==> src/rtl/dly_meas_pkg.sv <==
// Shared types and constants for the multi-channel propagation-delay meter.
package dly_meas_pkg;

    typedef enum logic [2:0] {
        IDLE,
        SETTLE,
        LAUNCH,
        COUNT,
        FINISH
    } state_e;

    localparam int unsigned SYNC_STAGES = 2;

endpackage

==> src/rtl/sync_2ff.sv <==
// Single-bit synchroniser for the asynchronous target returns; resets to 0.
module sync_2ff
    import dly_meas_pkg::*;
(
    input  logic clk,
    input  logic rst_n,
    input  logic d_i,
    output logic q_o
);

    logic [SYNC_STAGES-1:0] r_chain;

    always_ff @(posedge clk or negedge rst_n) begin
        if (!rst_n) begin
            r_chain <= '0;
        end else begin
            r_chain <= {r_chain[SYNC_STAGES-2:0], d_i};
        end
    end

    assign q_o = r_chain[SYNC_STAGES-1];

endmodule

==> src/rtl/dly_meas_ctrl.sv <==
// Launches a stimulus edge into one delay path, counts cycles until the target edge returns
// and averages the count over 2^rep_log2 runs.
module dly_meas_ctrl
    import dly_meas_pkg::*;
#(
    parameter int unsigned N_CH       = 4,
    parameter int unsigned CNT_W      = 16,
    parameter int unsigned REP_MAX    = 4,
    parameter int unsigned SETTLE_CYC = 8,
    parameter int unsigned TIMEOUT    = 1000
) (
    input  logic                         clk,
    input  logic                         rst_n,
    input  logic                         start_i,
    input  logic [$clog2(N_CH)-1:0]      ch_sel_i,
    input  logic [$clog2(REP_MAX+1)-1:0] rep_log2_i,
    input  logic                         trig_fall_i,
    input  logic                         targ_rise_i,
    input  logic [N_CH-1:0]              targ_i,
    output logic [N_CH-1:0]              stim_o,
    output logic                         busy_o,
    output logic                         done_o,
    output logic                         timeout_o,
    output logic [CNT_W-1:0]             result_o
);

    localparam int unsigned CH_W  = $clog2(N_CH);
    localparam int unsigned REP_W = $clog2(REP_MAX + 1);
    localparam int unsigned SUM_W = CNT_W + REP_MAX;
    localparam int unsigned SET_W = $clog2(SETTLE_CYC + 1);
    localparam int unsigned RUN_W = REP_MAX + 1;

    state_e             r_state;
    state_e             w_state_nxt;
    logic [CH_W-1:0]    r_ch;
    logic [REP_W-1:0]   r_rep;
    logic               r_trig_fall;
    logic               r_targ_rise;
    logic [SET_W-1:0]   r_settle;
    logic [CNT_W-1:0]   r_cnt;
    logic [SUM_W-1:0]   r_sum;
    logic [RUN_W-1:0]   r_runs_left;
    logic [N_CH-1:0]    r_stim;
    logic [N_CH-1:0]    r_targ_prev;
    logic               r_done;
    logic               r_timeout;
    logic [CNT_W-1:0]   r_result;
    logic [N_CH-1:0]    w_targ_sync;
    logic [SUM_W-1:0]   w_avg;
    logic               w_hit;
    logic               w_tmo;
    logic               w_settled;
    logic               w_last_run;

    for (genvar g = 0; g < int'(N_CH); g++) begin : g_sync
        sync_2ff u_sync (
            .clk   (clk),
            .rst_n (rst_n),
            .d_i   (targ_i[g]),
            .q_o   (w_targ_sync[g])
        );
    end

    // Edge detect against the previous synced sample; only meaningful while counting.
    assign w_hit = (r_state == COUNT) &&
                   (w_targ_sync[r_ch] != r_targ_prev[r_ch]) &&
                   (w_targ_sync[r_ch] == r_targ_rise);
    assign w_tmo      = (r_state == COUNT) && !w_hit && (r_cnt == CNT_W'(TIMEOUT));
    assign w_settled  = (r_settle == SET_W'(SETTLE_CYC - 1));
    assign w_last_run = (r_runs_left == '0);
    assign w_avg      = r_sum >> r_rep;

    always_ff @(posedge clk or negedge rst_n) begin
        if (!rst_n) begin
            r_state <= IDLE;
        end else begin
            r_state <= w_state_nxt;
        end
    end

    always_comb begin
        w_state_nxt = r_state;
        unique case (r_state)
            IDLE:    if (start_i) w_state_nxt = SETTLE;
            SETTLE:  if (w_settled) w_state_nxt = LAUNCH;
            LAUNCH:  w_state_nxt = COUNT;
            COUNT: begin
                if (w_hit) begin
                    w_state_nxt = w_last_run ? FINISH : SETTLE;
                end else if (w_tmo) begin
                    w_state_nxt = FINISH;
                end
            end
            FINISH:  w_state_nxt = IDLE;
            default: w_state_nxt = IDLE;
        endcase
    end

    always_comb begin
        busy_o = (r_state == SETTLE) || (r_state == LAUNCH) || (r_state == COUNT);
    end

    assign stim_o    = r_stim;
    assign done_o    = r_done;
    assign timeout_o = r_timeout;
    assign result_o  = r_result;

    always_ff @(posedge clk or negedge rst_n) begin
        if (!rst_n) begin
            r_ch        <= '0;
            r_rep       <= '0;
            r_trig_fall <= 1'b1;
            r_targ_rise <= 1'b1;
            r_settle    <= '0;
            r_cnt       <= '0;
            r_sum       <= '0;
            r_runs_left <= '0;
            r_stim      <= '1;
            r_targ_prev <= '0;
            r_done      <= 1'b0;
            r_timeout   <= 1'b0;
            r_result    <= '0;
        end else begin
            r_targ_prev <= w_targ_sync;
            r_done      <= 1'b0;
            case (r_state)
                IDLE: begin
                    if (start_i) begin
                        r_ch        <= ch_sel_i;
                        r_rep       <= rep_log2_i;
                        r_trig_fall <= trig_fall_i;
                        r_targ_rise <= targ_rise_i;
                        r_sum       <= '0;
                        r_runs_left <= RUN_W'((1 << rep_log2_i) - 1);
                        r_timeout   <= 1'b0;
                        r_settle    <= '0;
                        r_stim      <= {N_CH{trig_fall_i}};
                    end
                end
                SETTLE: r_settle <= r_settle + SET_W'(1);
                LAUNCH: begin
                    // Stimulus and counter start on the same edge so a zero-delay path reads 2.
                    r_stim[r_ch] <= ~r_trig_fall;
                    r_cnt        <= '0;
                end
                COUNT: begin
                    if (w_hit) begin
                        r_sum       <= r_sum + SUM_W'(r_cnt);
                        r_runs_left <= r_runs_left - RUN_W'(1);
                        r_settle    <= '0;
                        r_stim      <= {N_CH{r_trig_fall}};
                    end else if (w_tmo) begin
                        r_timeout <= 1'b1;
                    end else begin
                        r_cnt <= r_cnt + CNT_W'(1);
                    end
                end
                FINISH: begin
                    r_done   <= 1'b1;
                    r_stim   <= {N_CH{r_trig_fall}};
                    r_result <= r_timeout ? '1 : w_avg[CNT_W-1:0];
                end
                default: ;
            endcase
        end
    end

endmodule

==> config.mk <==
export PLATFORM = sky130hd
export DESIGN_NAME = dly_meas_ctrl
export DESIGN_NICKNAME = d
export VERILOG_FILES = /design/src/rtl/dly_meas_pkg.sv /design/src/rtl/sync_2ff.sv /design/src/rtl/dly_meas_ctrl.sv
export SDC_FILE = /design/constraint.sdc
export NUM_CORES = 1
export LEC_CHECK = 0
export CAP_MARGIN = 20
export CORE_UTILIZATION = 64
export DETAILED_ROUTE_END_ITERATION = 16
export GPL_TIMING_DRIVEN = 0
export PLACE_DENSITY = 0.85
export SETUP_SLACK_MARGIN = 0.3
export SKIP_LAST_GASP = 1
export SYNTH_ARGS = -nofsm -noshare
export SYNTH_HDL_FRONTEND = slang
export SYNTH_SLANG_ARGS = --single-unit
==> constraint.sdc <==
create_clock -name clk -period 7.7 [get_ports clk]
set_clock_uncertainty 0.1 [all_clocks]
set_input_delay 1.54 -clock clk [delete_from_list [all_inputs] [get_ports clk]]
set_output_delay 1.54 -clock clk [all_outputs]
set_load 0.03 [all_outputs]
==> reports/metrics.cfg <==
[pwr]
p_sw_share_pct=44.87
combPwrFrac_pct=50.5
seq_power_share_pct=33.7
power.share.clock_pct=15.8
p_per_area_nw_per_um2=349.3
p_leak_nw=2.744
intPower_mw=1.207
p_sw_mw=0.9824
max-vdd-ir-drop_uv=267.0

[synthesis]
async_flop_share_pct=100.0
synth-seq-cells=89
synth_area_um2=5537
synthFlopType=dfrtp_1
avgSynthCellArea_um2=9.182
synth.area.top_cells=dfrtp_1 38%, nand2_1 5.5%, ha_1 4.7%
syn_inst=603
synth_edf_count=0
synth.top_cell.area_share_pct=37.51
synth_most_common_cell=dfrtp_1
synth_cell_types=64
synth-seq-area-share_pct=40.36
synth_commonest_cells=83 x dfrtp_1, 81 x nand2_1, 48 x nor2_1
syn_nets=639
yosysWarningCount=0
yosysTopAreaCell=dfrtp_1

[placed_design]
numPortBuffers=36
place.gp.congestion=0.9184
dpl_cell_area_um2=6053
place_hpwl_um=10380

[grt]
grt_pass1_vias=4864
grt_max_degree=52
grt_first_pass_wirelength_um=23180
grt_usage_pct=33.90
grt.overflow.total=0
grt_antenna_before_repair=0

[sta]
tns_ns=0
worst_pin_slew_ns=1.122
grt_setup_unrepaired=false
slew_headroom_pct=24.64
slew_violations=0
finalCritPeriodShare_pct=45.17
max_freq_ghz=0.2875
hold_viol=0
hold_ws_ns=0.2557
setup_viol=0
period_needed_ns=3.478

[clock_tree]
ctsHoldBuffers=0
clk_latency_ns=0.37
cts_buffers=9
post_cts_resized=0
clkTransAtPathRegs_ns=0.08
cts.htree.levels=3
clock_sinks=89
clockBufferDepth=2
clockRootBuffer=clkbuf_8
cts_setup_buffers=0
tritoncts=done

[route]
via_per_inst=6.624
postRouteAntennaNets=0
drtIter0Drc=356
drc=0
num_vias=5041
wirelength_um=14280
firstDrtPassIters=5
avgRoutedWirePerCell_um=18.76

[finish]
fin_area_um2=6267
layout-drive-gt1-share_pct=8.079
antenna_cells=0
finish.net_count=687
synthToLayoutAreaGrowth_pct=13.20

[worst_setup_path]
critPathArrivalTime_ns=1.84
cp.required_ns=6.06
critical_path_class=reg2out
critPathCaptureType=output port
cp-start-kind=flop
critPathMaxFanout=10

[die]
rows=33
die_h_um=95.01
initial_core_util_pct=66.71
die_area_um2=9027
ios=37
coreArea_um2=8299
die_x_um=95.01

[min_path]
min_path_type=reg2reg

[run]
drv_cap=0

[run_status]
status=finished clean

[flip-flops by register name, summed over array words and instances (netlist names), 2 cells and up]
name and count:
r_ch 2, r_sum 20, r_cnt 16, stim_o 4
result_o 16, r_targ_prev 4, r_runs_left 5, g_sync.u_sync.r_chain 8
r_state 3, r_settle 4, r_rep 3
[power groups by stage]
stage / clock network [mW] / registers, mW / logic (mW)
after CTS: 0.348 / 0.734 / 1.09
after global routing: 0.368 / 0.754 / 1.21
after global placement: 0 / 0.734 / 1.05
final: 0.346 / 0.739 / 1.10
after detailed placement: 0 / 0.741 / 1.09
after floorplan: 0 / 0.817 / 0.663
[per-layer routing]
metal	track usage, %	wire (µm)
met1	43.14	5830
met2	55.88	6923
met3	6.539	1076
met4	15.91	446
met5	0	0
[layout by cell type, fill, tap and decap left out, types with 4 or more instances in the layout]
master           synthesis  layout
nor3_1                  16      16
a22o_1                   5       5
nor2_1                  48      48
a211oi_1                13      13
o22ai_1                  5       5
nand2_1                 81      81
nand3_1                 14      14
nand4_1                 10      10
a21o_1                   4       4
clkbuf_8                 0      11
o22a_1                   4       4
a31o_2                   7       7
and2_1                   6       6
and4_1                   4       4
o211ai_1                 4       4
nand2b_1                 5       5
dfrtp_1                 83      83
clkbuf_1                24      24
o311ai_0                 4       4
buf_1                    5       5
o21ai_0                 31      31
nor2b_1                  5       5
and3_1                  13      13
xnor2_1                 14      14
a31oi_1                 19      19
dfstp_2                  6       6
ha_1                    21      21
mux2_2                   4       4
clkdlybuf4s50_1          0      35
xor2_1                   7       7
a21oi_1                 35      35
inv_1                   20      20
mux2i_1                 26      26
mux4_2                   8       8
buf_2                    4       4
[final timing paths]
path	end	cells past startpoint	startpoint	slack, ns
max	busy_o	3	r_state[2]	4.22
min	g_sync[1].u_sync.r_chain[1]	0	g_sync[1].u_sync.r_chain[0]	0.26
max reg2reg	r_sum[18]	8	r_cnt[0]	4.42
min reg2reg	g_sync[1].u_sync.r_chain[1]	0	g_sync[1].u_sync.r_chain[0]	0.26
max in group asynchronous	r_targ_rise	2	rst_n	5.76
min in group asynchronous	r_sum[7]	1	rst_n	1.04
[cells by family (layout without fill, tap and decap cells)]
group / count (synthesis) / count (layout) / share of synthesized area [%]
DFF: 89 / 89 / 40.36
AOI/OAI and AO/OA: 161 / 161 / 19.71
xor gates and xnor gates: 21 / 21 / 3.322
buffers and inverters: 54 / 107 / 3.887
muxes: 38 / 38 / 8.768
adders and majority gates: 22 / 22 / 5.107
and+or+nand+nor: 218 / 218 / 18.85
[stage by stage]
step | std cells | power, mW | util [%] | setup slack (ns)
2_1_floorplan | 603 | 1.480 | - | 4.919
3_5_place_dp | 745 | 1.827 | 72.94 | 4.198
4_1_cts | 761 | 2.176 | 75.52 | 4.215
6_report | 761 | 2.189 | 75.52 | 4.222
3_3_place_gp | 744 | 1.782 | 72.64 | 1.776
5_1_grt | 761 | 2.330 | 75.52 | 4.176
[cell type report]
class	count	area (µm²)
inverter	20	75.07
buffer	34	140.1
timing repair buffer	37	385.4
fill	580	2032
clock inverter	5	62.56
clock buffer	11	151.4
tap	105	131.4
sequential	89	2235
multi-input combinational	460	3087
[critical path, cell delays in order, from the launching register on]
cell and delay, ns:
dfrtp_1 0.41, clkbuf_1 0.24, nor2_1 0.15, clkdlybuf4s50_1 0.68
(Power assumes the default switching activity.)
